===== config.mk =====
export PLATFORM = sky130hd
export DESIGN_NAME = maze_player_tracker
export DESIGN_NICKNAME = d
export VERILOG_FILES = /design/src/rtl/maze_pkg.sv /design/src/rtl/tick_down_timer.sv /design/src/rtl/maze_player_tracker.sv
export SDC_FILE = /design/constraint.sdc
export NUM_CORES = 1
export LEC_CHECK = 0
export BUFFER_PORTS_ARGS = -buffer_cell sky130_fd_sc_hd__buf_2
export CORE_UTILIZATION = 52
export CTS_CLUSTER_SIZE = 20
export DETAILED_ROUTE_END_ITERATION = 6
export PLACE_DENSITY = 0.79
export SLEW_MARGIN = 30
export SYNTH_ARGS = -nofsm -noshare
export SYNTH_HDL_FRONTEND = slang
export SYNTH_SLANG_ARGS = --single-unit

===== constraint.sdc =====
create_clock -name CLK -period 2.3 [get_ports CLK]
set_input_delay 0 -clock CLK [delete_from_list [all_inputs] [get_ports CLK]]
set_output_delay 0 -clock CLK [all_outputs]
set_load 0.02 [all_outputs]

===== src/rtl/maze_pkg.sv =====
// Shared types and constants for the maze game position/progress logic.
package maze_pkg;

   localparam int unsigned WALL_CODE  = 255;
   localparam int unsigned MAZE_CELLS = 198;
   localparam int unsigned MAZE_COLS  = 18;

   typedef logic [7:0] cell_t;

   typedef enum logic [2:0] {
      IDLE    = 3'd0,
      PLAY    = 3'd1,
      PENALTY = 3'd2,
      ARMED   = 3'd3,
      WIN     = 3'd4,
      LOSE    = 3'd5
   } state_t;

endpackage


===== src/rtl/tick_down_timer.sv =====
// Loadable down-counter that stops at zero; zero_c flags the terminal count.
module tick_down_timer #(
   parameter int unsigned WIDTH = 4
) (
   input  logic             CLK,
   input  logic             RST,
   input  logic             load,
   input  logic [WIDTH-1:0] load_val,
   input  logic             en,
   output logic             zero_c
);

   logic [WIDTH-1:0] value;

   always_ff @(posedge CLK or posedge RST) begin
      if (RST)
         value <= '0;
      else if (load)
         value <= load_val;
      else if (en && (value != '0))
         value <= value - WIDTH'(1);
   end

   assign zero_c = (value == '0);

endmodule


===== src/rtl/maze_player_tracker.sv =====
// Accepts handler position proposals, tracks lives/moves, and runs the
// game-progress FSM (start, wall penalty, respawn, win/lose).
module maze_player_tracker
   import maze_pkg::*;
#(
   parameter int unsigned LIVES         = 3,
   parameter int unsigned PENALTY_TICKS = 10,
   parameter int unsigned MAZE_CELLS    = maze_pkg::MAZE_CELLS,
   parameter int unsigned WALL_CODE     = maze_pkg::WALL_CODE,
   parameter int unsigned RESET_SPOT    = 181,
   parameter int unsigned MOVE_MAX      = 999
) (
   input  logic       CLK,
   input  logic       RST,
   input  logic [7:0] next_count,
   input  logic [7:0] begin_spot,
   input  logic [7:0] end_spot,
   input  logic       CTRLbtn,
   output logic [7:0] count,
   output logic       game_pause,
   output logic [2:0] lives_left,
   output logic [9:0] move_count,
   output logic       hit_flash,
   output logic       win,
   output logic       lose
);

   localparam int unsigned TMR_W = (PENALTY_TICKS > 1) ? $clog2(PENALTY_TICKS) : 1;
   localparam cell_t       CELLS_C   = cell_t'(MAZE_CELLS);
   localparam cell_t       WALL_C    = cell_t'(WALL_CODE);
   localparam logic [9:0]  MOVE_MAX_C = 10'(MOVE_MAX);

   state_t     state, state_n;
   cell_t      count_n;
   logic [2:0] lives_n;
   logic [9:0] moves_n;
   logic       ctrl_q;
   logic       ctrl_rise_c;
   logic       wall_c;
   logic       accept_c;
   logic       tmr_load;
   logic       tmr_en;
   logic       tmr_zero_c;

   assign wall_c      = (next_count == WALL_C) || (next_count >= CELLS_C);
   assign accept_c    = !wall_c && (next_count != count);
   assign ctrl_rise_c = CTRLbtn && !ctrl_q;

   tick_down_timer #(.WIDTH(TMR_W)) u_penalty_timer (
      .CLK      (CLK),
      .RST      (RST),
      .load     (tmr_load),
      .load_val (TMR_W'(PENALTY_TICKS - 1)),
      .en       (tmr_en),
      .zero_c   (tmr_zero_c)
   );

   // State and all outputs registered from their next values.
   always_ff @(posedge CLK or posedge RST) begin
      if (RST) begin
         state      <= IDLE;
         count      <= cell_t'(RESET_SPOT);
         game_pause <= 1'b1;
         lives_left <= 3'(LIVES);
         move_count <= '0;
         hit_flash  <= 1'b0;
         win        <= 1'b0;
         lose       <= 1'b0;
         ctrl_q     <= 1'b0;
      end else begin
         state      <= state_n;
         count      <= count_n;
         game_pause <= (state_n != PLAY) && (state_n != ARMED);
         lives_left <= lives_n;
         move_count <= moves_n;
         hit_flash  <= (state_n == PENALTY);
         win        <= (state_n == WIN);
         lose       <= (state_n == LOSE);
         ctrl_q     <= CTRLbtn;
      end
   end

   // Next-state and datapath updates.
   always_comb begin
      state_n  = state;
      count_n  = count;
      lives_n  = lives_left;
      moves_n  = move_count;
      tmr_load = 1'b0;
      tmr_en   = 1'b0;

      case (state)
         IDLE: begin
            count_n = begin_spot;
            if (CTRLbtn) begin
               lives_n = 3'(LIVES);
               moves_n = '0;
               state_n = PLAY;
            end
         end
         PLAY, ARMED: begin
            if (wall_c) begin
               if (state == PLAY) begin
                  lives_n  = lives_left - 3'd1;
                  tmr_load = 1'b1;
                  state_n  = PENALTY;
               end
            end else begin
               state_n = PLAY;
               if (accept_c) begin
                  count_n = next_count;
                  moves_n = (move_count >= MOVE_MAX_C) ? move_count : move_count + 10'd1;
                  if (next_count == end_spot)
                     state_n = WIN;
               end
            end
         end
         PENALTY: begin
            tmr_en = 1'b1;
            if (tmr_zero_c) begin
               if (lives_left == 3'd0) begin
                  state_n = LOSE;
               end else begin
                  count_n = begin_spot;
                  state_n = ARMED;
               end
            end
         end
         WIN, LOSE: begin
            // Restart restores the same scoreboard a reset would give.
            if (ctrl_rise_c) begin
               lives_n = 3'(LIVES);
               moves_n = '0;
               state_n = IDLE;
            end
         end
         default: state_n = IDLE;
      endcase
   end

endmodule


# Word-level counts from Yosys, hierarchy flattened
# Index checks and enable logic that the tools add are counted.
# word_totals
reg_bits,33
input_bits,27
elab_cells,87
out_inout_bits,25
# op_classes
mux,31
eq_ne,22
order_cmp,2
n_reduce_logical,19
addsub,3
# ops
cell,count
2-to-1 mux 10 bit,5
2-to-1 mux 3 bit,12
2-to-1 mux 8 bit,4
one-hot mux 10 bit (3 select lines),1
one-hot mux 8 bit (3 select lines),1
"inequality test 2 bit, second input constant",9
"== test 3 bit, second input constant",4
one-hot mux 3 bit (4 select lines),1
"adder 10 x 1 -> 10 bit, second input constant",1
">= comparator 10 bit, second input constant",1
AND reduction 5 bit,2
"== test 3 x 2 -> 1 bit, second input constant",3
one-hot mux 3 bit (3 select lines),1
== test 8 bit,1
"== test 8 bit, second input constant",1
">= comparator 8 bit, second input constant",1
2-to-1 mux 4 bit,2
inequality test 8 bit,1
logical NOT 3 bit,2
AND reduction 6 bit,1
nonzero test 3 bit,2
logical AND 1 bit,4
logical NOT 4 bit,1
2-to-1 mux 1 bit,4
other kinds (10),12

# Logic depth before layout (Yosys ltp)
# Gate-level depths: netlist of the first run.
# logic_depth
word_depth,9
mapped_depth,8
depth_no_buf,7

# Hierarchy
# Synthesis of the first run repeated with hierarchy kept, for this count alone.
# hier_totals
hier_cells,222
area_unflattened_um2,2045.7
# modules_own_cells
module,seq_area_each_um2,cells_per_inst,area_each_um2,instances
maze_player_tracker,735.7,194,1784.2,1
tick_down_timer,100.1,28,261.5,1

# Least setup slack after synthesis of the first run
# OpenSTA, ideal clock, no wires.
# synth_timing
path_type,register -> register
start,register move_count[0]
end,register move_count[0]
stages_incl_launch_ff,7
t_arrival_ps,1841
setup_slack_ps,334
setup_ps,125
n_path_buf,0
synth_period_minus_slack_ps,1966
t_required_ps,2175
path_cell_list,dfrtp_1 -> ha_1 -> a211o_1 -> nand4_1 -> nand2_1 -> a21oi_1 -> mux2_2
# synth_via
elab_chain_cells,5
elab_cells_between_ends,8
cone_classes,add/sub (1); order compare (1); eq/ne (1); mux (4); reduce/logical (1)
# synth_rtl
element,line,text
"start, declared",maze_player_tracker.sv:22,"output logic [9:0] move_count,"
"start signal, assigned",maze_player_tracker.sv:75,move_count <= moves_n;
adder 10 x 1 -> 10 bit,maze_player_tracker.sv:112,moves_n = (move_count >= MOVE_MAX_C) ? move_count : move_count + 10'd1;
2-to-1 mux 10 bit,maze_player_tracker.sv:112,
2-to-1 mux 10 bit,maze_player_tracker.sv:110,if (accept_c) begin
2-to-1 mux 10 bit,maze_player_tracker.sv:102,if (wall_c) begin
one-hot mux 10 bit (3 select lines),maze_player_tracker.sv:92,case (state)
# Several ways; a longest one is shown, not always the timed one. The select of a mux whose other input is x is not followed.
# A chain may end at the register's enable or synchronous reset.

# Worst setup path in the final report of the first run
# Ends and elaborated chain as after synthesis.

==> run metrics, run 1 <==
outcome=finished, final reports clean; Ant. Diodes=0; Worst-Skew Late Latency=0.29 ns; Post-Synth XOR/XNOR Area=8.60%; commonest cells after routing, fill and taps aside=buf_2 (51), dfrtp_1 (25), inv_1 (20); PD cells=1100 nW/um2; vias in the first global route=roughly 1800; initial core utilization=56.2%; antenna-violating nets left=0; H-tree depth=2; dominant cell type by area after synthesis=dfrtp_1; Syn Nets=approximately 240; Post-synth EDFFs=0; top-area cell type share of the netlist area=32.3%; Hold WC Path Type=input port to register; slew margin rel.=65.9%; startpoint types=register; first-pass GRT wire length=8090 um; pre-CTS WS=slightly below 0.3 ns; area grow syn2layout=25.9%; I/O pins=52; Post-CTS Setup Bufs=0; worst hold margin=0.0125 ns; Core ar.=3440 um2; Max Fclk=491 MHz; CP Max Fanout=6; min Tclk post-route=2.04 ns; placer congestion estimate=0.832; cells after synthesis=206; row cnt=21; setup ws final=0.265 ns; vias per inst=5.57; Unique masters post-synth=47; Starting DRT DRC Count=132; CTS Buf Count=5; # setup viols final=0; Clock Sinks=33; Die Width=63.0 um; total power=2.67 mW; largest family of logic cells by synthesized area=simple AND/OR/NAND/NOR gates; mapped cell area=1930 um2; CTS tree=built; Post-Synth Adder-Cell Area=2.59%; Pleak=1.16 nW; root buf cell=clkbuf_8; critical path arrival=2.21 ns; Buffers on Ports=51; worst path bufs/invs=0; layout cells sized above 1=29.3%; RSZ-0062 raised after global routing=no; FILL cells=approximately 270; commonest non-fill, non-tap cell in the layout=buf_2; largest net degree at the start of global routing=34; Worst Skew=just under 0.01 ns; Mean Syn Cell Area=between 9 and 10 um2; crit end category=register; clock slew at reported path FFs=roughly 0.070 ns; setup_tns=0 ns; placed inst area=2250 um2; Seq cells post-synth=33; fin nets=around 300; count of warnings emitted by yosys=0; Crit path max-delay family=compound AO/OA/AOI/OAI gates; WS Path Type=register to register; DRC Markers=0; WL per Instance=14.2 um; Max-Cap Viols=0; synth top area cells=dfrtp_1 (32%), dfstp_2 (11%), xnor2_1 (7.7%), mux2i_1 (4.1%), inv_1 (3.9%); VDD IR max=0.000624 V; Finished Cell Area=2440 um2; sequential-to-total area share from yosys stat=around 43%; DPL Wire Length=3110 um; Die ar.=3970 um2; WP data required=2.47 ns; Final Hold Viols=0; Placed Cells=303; clock buffer depth=2; Detailed Routing Iterations Pass 1=5; async set-or-reset flop fraction in the synthesized netlist=100%; initial antenna violation count=0; Slowest-stage cell, CP=dfrtp_1; crit path cell chain=ha_1 > a211o_1 > nand4_1 > nand2_1 > a21oi_1 > mux2_2; global route overflow=0; post-route core utilization=70.8%; Vias=1777; crit share post-route=between 80% and 90%; worst slew pin tran=0.508 ns; Die Y-Extent=63.0 um; post-route insts no fill=roughly 320; post-synthesis mux area share=about 4.7%; max incr delay on CP=0.42 ns; post-synthesis compound-gate area fraction=between 10% and 20%; main flop type after synthesis=dfrtp_1; Detailed Route WL=4530 um; total track usage=25.7%; Post-Synth Simple-Gate Area=a little under a fifth; Pins Over Slew Limit=0
-- final timing paths --
kind                          startpoint             to  slack (ns)  depth (start not counted)
min in group asynchronous            RST  move_count[3]        0.33                          4
min                        begin_spot[1]       count[1]        0.01                          3
min reg2reg                     count[4]       count[4]        0.48                          2
max                        move_count[0]  move_count[0]        0.26                          6
max reg2reg                move_count[0]  move_count[0]        0.26                          6
max in group asynchronous            RST  lives_left[0]        1.62                          4
-- layer usage --
metal / wire length (um) / track usage, % / vias to the layer above
li1: - / - / 852
met1: 1990 / 32.8 / 860
met2: 2250 / 42.3 / 52
met3: 181 / 4.74 / 13
met4: 104 / 11.0 / 0
met5: 0 / 0 / -
-- repair_timing --
action,CTS,global route
hold buffers,8,0
gates resized for setup,0,0
endpoints found under the hold margin,32,0
-- area by class of cell --
type	count	area, um2	area share (%)
clock buffer	7	96.3	3.95
timing repair buffer	64	373	15.3
sequential	33	836	34.3
clock inverter	1	5.00	0.205
multi-input combinational	148	993	40.8
tap	46	57.6	2.36
inverter	20	75.1	3.08
-- report_power, final --
| part | internal [mW] | switching [mW] | total [mW] |
|---|---|---|---|
| Sequential | 0.815 | 0.175 | 0.991 |
| Combinational | 0.484 | 0.720 | 1.20 |
| Clock | 0.270 | 0.207 | 0.477 |
| Total | 1.57 | 1.10 | 2.67 |
-- cells in the mapped netlist, types with 2 or more instances --
cell type and instances:
inv_1 20, a21oi_1 12, o21ai_0 4, mux2i_1 8, dfstp_2 8, and2_1 2, o21a_1 2, nand2b_1 7
nand4_1 6, xor2_1 2, nor4_1 2, a2111o_1 2, nor3_1 6, nand3_1 6, nor2_1 10, a31oi_1 2
ha_1 4, nor2b_1 3, o22ai_1 10, dfrtp_1 25, nand2_1 19, buf_2 3, xnor2_1 17, a211oi_1 3
-- kinds of logic after synthesis --
family | after synthesis
AND/OR/NAND/NOR | 68
AO/OA/AOI/OAI | 48
flip-flops | 33
buffers and inverters | 25
XOR/XNOR | 19
multiplexers | 9
adder cells (fa/ha/maj) | 4
-- flip-flops by register name, summed over array words and instances (netlist names) --
signal                 count
win                        1
lose                       1
lives_left                 3
count                      8
game_pause                 1
ctrl_q                     1
u_penalty_timer.value      4
state                      3
move_count                10
hit_flash                  1
-- worst register-to-register path: cells and delay by family (launching register included) --
| kind | cells | cell delay, ns |
|---|---|---|
| muxes | 1 | 0.37 |
| and+or+nand+nor | 2 | 0.31 |
| DFF | 1 | 0.42 |
| AOI/OAI and AO/OA | 2 | 0.56 |
| adders and majority gates | 1 | 0.26 |
Power figures use the tool's default switching activity.
==> run 2, diff against run 1 <==
Settings changed: CORE_UTILIZATION 52 to 25, CTS_BUF_LIST set to sky130_fd_sc_hd__clkbuf_4, PLACE_DENSITY 0.79 to unset.
==> run metrics, run 2 (synthesis gave the netlist of run 1 again) <==
largest net degree at the start of global routing=34 (unchanged); min Tclk post-route=2.01 ns (-0.0264 ns); setup_tns=0 ns (unchanged); DRC Markers=0 (unchanged); startpoint types=register; Detailed Route WL=4630 um (+2.3%); worst slew pin tran=0.524 ns (+0.0158 ns); # setup viols final=0 (unchanged); total power=2.55 mW (-4.7%); setup ws final=0.291 ns (+0.0264 ns); R2R cell count=6 (unchanged); Hold Path Sink=count[2]; placed inst area=2330 um2 (+3.3%); row cnt=31 (+48%); area grow syn2layout=28.7%; switching share of total power=42.4% (+1.1 points); global route overflow=0 (unchanged); DPL Wire Length=3470 um (+12%); first-pass GRT wire length=8070 um (-0.25%); CTS tree=built; Buffers on Ports=51 (unchanged); Worst-Skew Late Latency=0.34 ns (+0.05 ns); clock slew at reported path FFs=0.10 ns (+0.03 ns); post-route core utilization=33.8% (-37 points); Pleak=1.16 nW (-0.37%); Ant. Diodes=0 (unchanged); CTS Buf Count=5 (unchanged); Max Fclk=498 MHz (+1.3%); fin nets=306 (+0.99%); RSZ-0062 raised after global routing=no; Core ar.=7370 um2 (+110%); worst reg2reg path endpoint=move_count[0]; commonest cells after routing, fill and taps aside=buf_2 (51), dfrtp_1 (25), inv_1 (20); commonest non-fill, non-tap cell in the layout=buf_2; VDD IR max=0.000242 V (-61%); WL per Instance=12.3 um (-13%); critical path arrival=2.24 ns (+0.03 ns); placer congestion estimate=0.759 (-8.8%); Die Y-Extent=90.0 um (+43%); pre-CTS WS=0.288 ns (-0.00424 ns); FILL cells=791 (+190%); NetSw=1.08 mW (-2.1%); Die Width=90.0 um (+43%); antenna-violating nets left=0 (unchanged); Starting DRT DRC Count=94 (-29%); Max-Cap Viols=0 (unchanged); vias per inst=4.59 (-18%); Worst Skew=0.0100 ns (+0.000239 ns); worst r2r src=move_count[0]; max FFs per register=10 (unchanged); clock buffer depth=2 (unchanged); I/O pins=52 (unchanged); crit end category=register; clock share of power=13.6% (-4.3 points); Die ar.=8090 um2 (+100%); WP data required=2.53 ns (+0.06 ns); r2r setup slk=0.29 ns (+0.03 ns); Reg with most FFs=move_count; max incr delay on CP=0.43 ns (about the same); Final Hold Viols=0 (unchanged); Post-CTS Setup Bufs=0 (unchanged); post-route insts no fill=375 (+18%); slew margin rel.=64.8% (-1.1 points); initial core utilization=26.2% (-30 points); Placed Cells=357 (+18%); H-tree depth=2 (unchanged); root buf cell=clkbuf_4; total track usage=12.2% (-14 points); layout cells sized above 1=29.3% (+0.044 points); Combinational Power Share=47.6% (+2.5 points); PD cells=1020 nW/um2 (-6.7%); Finished Cell Area=2490 um2 (+2.2%); crit path cell chain=ha_1 > a211o_1 > nand4_1 > nand2_1 > a21oi_1 > mux2_2; initial antenna violation count=0 (unchanged); Worst Hold Path Cells=3 (unchanged); CP Max Fanout=6 (unchanged); Pins Over Slew Limit=0 (unchanged); Top Registers=move_count: 10 flops, count: 8 flops, u_penalty_timer.value: 4 flops; P_int=1.47 mW (-6.5%); outcome=finished, final reports clean; Vias=1722 (-3.1%); Detailed Routing Iterations Pass 1=4 (-1); crit share post-route=87.3% (-1.1 points); Hold WC Path Type=input port to register; Hold Crit Start=next_count[2]; WS Path Type=register to register; part of the power in registers=38.8% (+1.7 points); vias in the first global route=1745 (-1.5%); Slowest-stage cell, CP=dfrtp_1; Clock Sinks=33 (unchanged); worst hold margin=0.0163 ns (+0.00383 ns)
## run 2: cell count changes in the layout (fill, tap and decap cells not counted), sizes merged
cell / change
buf: +1
clkbuf: +1
clkinv: -1
dlygate4sd3: +2
## run 2: power groups by stage
stage / clock network (mW) / logic [mW] / registers, mW
6_report: 0.345 / 1.21 / 0.988
4_1_cts: 0.357 / 1.23 / 0.989
3_5_place_dp: 0 / 1.21 / 0.998
2_1_floorplan: 0 / 0.709 / 1.13
3_3_place_gp: 0 / 1.19 / 0.993
5_1_grt: 0.383 / 1.35 / 1.02
## run 2: worst max-delay path: cells and delay by family (launching register included)
kind                       cells  cell delay (ns)
adders and majority gates      1             0.26
and+or+nand+nor                2             0.31
DFF                            1             0.43
AOI/OAI and AO/OA              2             0.54
muxes                          1             0.36
## run 2: how the worst max path moves through the flow
stage	to	startpoint	cells past startpoint	slack [ns]
2_1_floorplan	move_count[0]	move_count[0]	6	0.33
3_3_place_gp	move_count[0]	move_count[0]	6	0.35
3_5_place_dp	move_count[0]	move_count[0]	6	0.29
4_1_cts	move_count[0]	move_count[0]	6	0.27
5_1_grt	move_count[0]	move_count[0]	6	0.16
6_report	move_count[0]	move_count[0]	6	0.29
## run 2: timing repair
action / 4_1_cts / 5_1_grt
hold buffers: 10 / 0
hold endpoints to repair: 34 / 0
resized for setup: 0 / 0
## run 2: per-layer routing
metal / part of all wire (%) / global-route usage, %
met2: 49 / 20.0
met1: 46 / 15.4
met3: 3.1 / 2.79
met5: 0 / 0
met4: 2.2 / 5.51
## run 2: cell type report
class,instances,area (um2),area share (%)
sequential,33,836,33.6
clock buffer,8,60.1,2.41
inverter,20,75.1,3.02
multi-input combinational,148,993,39.9
tap,99,124,4.98
timing repair buffer,67,400,16.1
==> run 3, diff against run 2 <==
==> constraint.sdc (replaced) <==
create_clock -name CLK -period 2.3 [get_ports CLK]
set_input_delay 0.46 -clock CLK [delete_from_list [all_inputs] [get_ports CLK]]
set_output_delay 0.46 -clock CLK [all_outputs]
set_load 0.02 [all_outputs]
==> run metrics, run 3 (synthesis gave the netlist of run 1 again) <==
Worst Skew=0.00481 ns (-0.00519 ns); VDD IR max=0.000260 V (+7.5%); Post-CTS Setup Bufs=0 (unchanged); Setup crit start=move_count[0]; max FFs per register=10 (unchanged); Pins Over Slew Limit=0 (unchanged); FILL cells=806 (+1.9%); DRC Markers=0 (unchanged); outcome=finished, final reports clean; Final Hold Viols=0 (unchanged); commonest cells after routing, fill and taps aside=buf_2 (51), dfrtp_1 (25), inv_1 (20); initial antenna violation count=0 (unchanged); H-tree depth=2 (unchanged); WS Path Type=register to register; Placed Cells=357 (unchanged); met1 WL=2090 um (-1.3%); total track usage=11.9% (-0.33 points); CTS Buf Count=5 (unchanged); CP Max Fanout=6 (unchanged); Buffers on Ports=51 (unchanged); crit end category=register; Detailed Routing Iterations Pass 1=4 (unchanged); Core ar.=7370 um2 (unchanged); initial core utilization=26.2% (unchanged); Max-Cap Viols=0 (unchanged); first-pass GRT wire length=7690 um (-4.7%); PD cells=1040 nW/um2 (+2.0%); area occupied by multi-input gates=993 um2 (unchanged); Hold WC Path Type=input port to async pin; area grow syn2layout=23.0%; Hold-fix buffers, CTS=0 (-10); Reg with most FFs=move_count; vias per inst=4.61 (+0.47%); post-cts repair resize count=0 (unchanged); Clock Sinks=33 (unchanged); startpoint types=register; antenna-violating nets left=0 (unchanged); critical path arrival=2.27 ns (+0.03 ns); Top Registers=move_count: 10 flops, count: 8 flops, u_penalty_timer.value: 4 flops; largest net degree at the start of global routing=34 (unchanged); I/O pins=52 (unchanged); WL met2=2260 um (-0.31%); commonest non-fill, non-tap cell in the layout=buf_2; WL per Instance=12.4 um (+0.39%); CTS tree=built; clock buffer depth=2 (unchanged); met3 WL post-DR=156 um (+8.3%); DPL Wire Length=3470 um (about the same); Die Width=90.0 um (unchanged); global route overflow=0 (unchanged); Starting DRT DRC Count=121 (+29%); WP data required=2.52 ns (about the same); Vias=1684 (-2.2%); Detailed Route WL=4520 um (-2.3%); Pleak=1.11 nW (-4.1%); post-route insts no fill=365 (-2.7%); Ant. Diodes=0 (unchanged); min Tclk post-route=2.05 ns (+0.0457 ns); slew margin rel.=65.9% (+1.1 points); Die ar.=8090 um2 (unchanged); DR top layer=met4; RSZ-0062 raised after global routing=no; worst slew pin tran=0.508 ns (-0.0157 ns); crit share post-route=89.3% (+2.0 points); row cnt=31 (unchanged); root buf cell=clkbuf_4; fin nets=296 (-3.3%); worst r2r src=move_count[0]; setup_tns=0 ns (unchanged); Max Fclk=487 MHz (-2.2%); vias in the first global route=1609 (-7.8%); Worst-Skew Late Latency=0.32 ns (-0.02 ns); clock slew at reported path FFs=0.10 ns (about the same); placer congestion estimate=0.823 (+8.4%); # setup viols final=0 (unchanged); layout cells sized above 1=29.7% (+0.35 points); register area=836 um2 (unchanged); Die Y-Extent=90.0 um (unchanged)
-- run 3: final timing paths --
| check | to | slack, ns | cells after the start |
|---|---|---|---|
| setup / recovery | move_count[0] | 0.25 | 6 |
| hold / removal | move_count[3] | 0.21 | 3 |
| setup reg to reg | move_count[0] | 0.25 | 6 |
| hold reg to reg | count[5] | 0.49 | 2 |
| max in group asynchronous | count[0] | 1.76 | 3 |
| min in group CLK | ctrl_q | 0.28 | 1 |
-- run 3: report_power, final --
part / internal, mW / total, mW / switching, mW
Sequential: 0.814 / 0.993 / 0.179
Clock: 0.111 / 0.300 / 0.190
Combinational: 0.478 / 1.19 / 0.711
-- run 3: layout make-up --
type / count / share of cell area [%]
multi-input cells: 148 / 41.8
flip-flops and latches: 33 / 35.1
repair buffers: 57 / 12.6
well taps: 99 / 5.21
inverters: 20 / 3.16
clock buffers: 5 / 1.58
clock inverters: 3 / 0.526
-- run 3: stage by stage --
stage	power, mW	worst slack [ns]	util (%)	area, um2	hold WS [ns]
CTS	2.52	0.258	32.3	2380	0.205
global placement	2.17	0.299	31.6	2330	0.472
finish	2.48	0.245	32.3	2380	0.212
detailed placement	2.20	0.251	31.6	2330	0.473
global route	2.71	0.0690	32.3	2380	0.217
floorplan	1.84	0.334	-	1930	0.491
-- run 3: layer usage --
| layer | vias to the layer above | GRT usage, % |
|---|---|---|
| met5 | - | 0 |
| met2 | 28 | 19.3 |
| li1 | 845 | - |
| met1 | 809 | 15.4 |
| met4 | 0 | 2.42 |
| met3 | 2 | 4.15 |
-- run 3: critical path: stages (launching register included) --
cell and delay, ns:
dfrtp_1 0.44, ha_1 0.27, a211o_1 0.31, nand4_1 0.16, nand2_1 0.16, a21oi_1 0.25
mux2_2 0.36
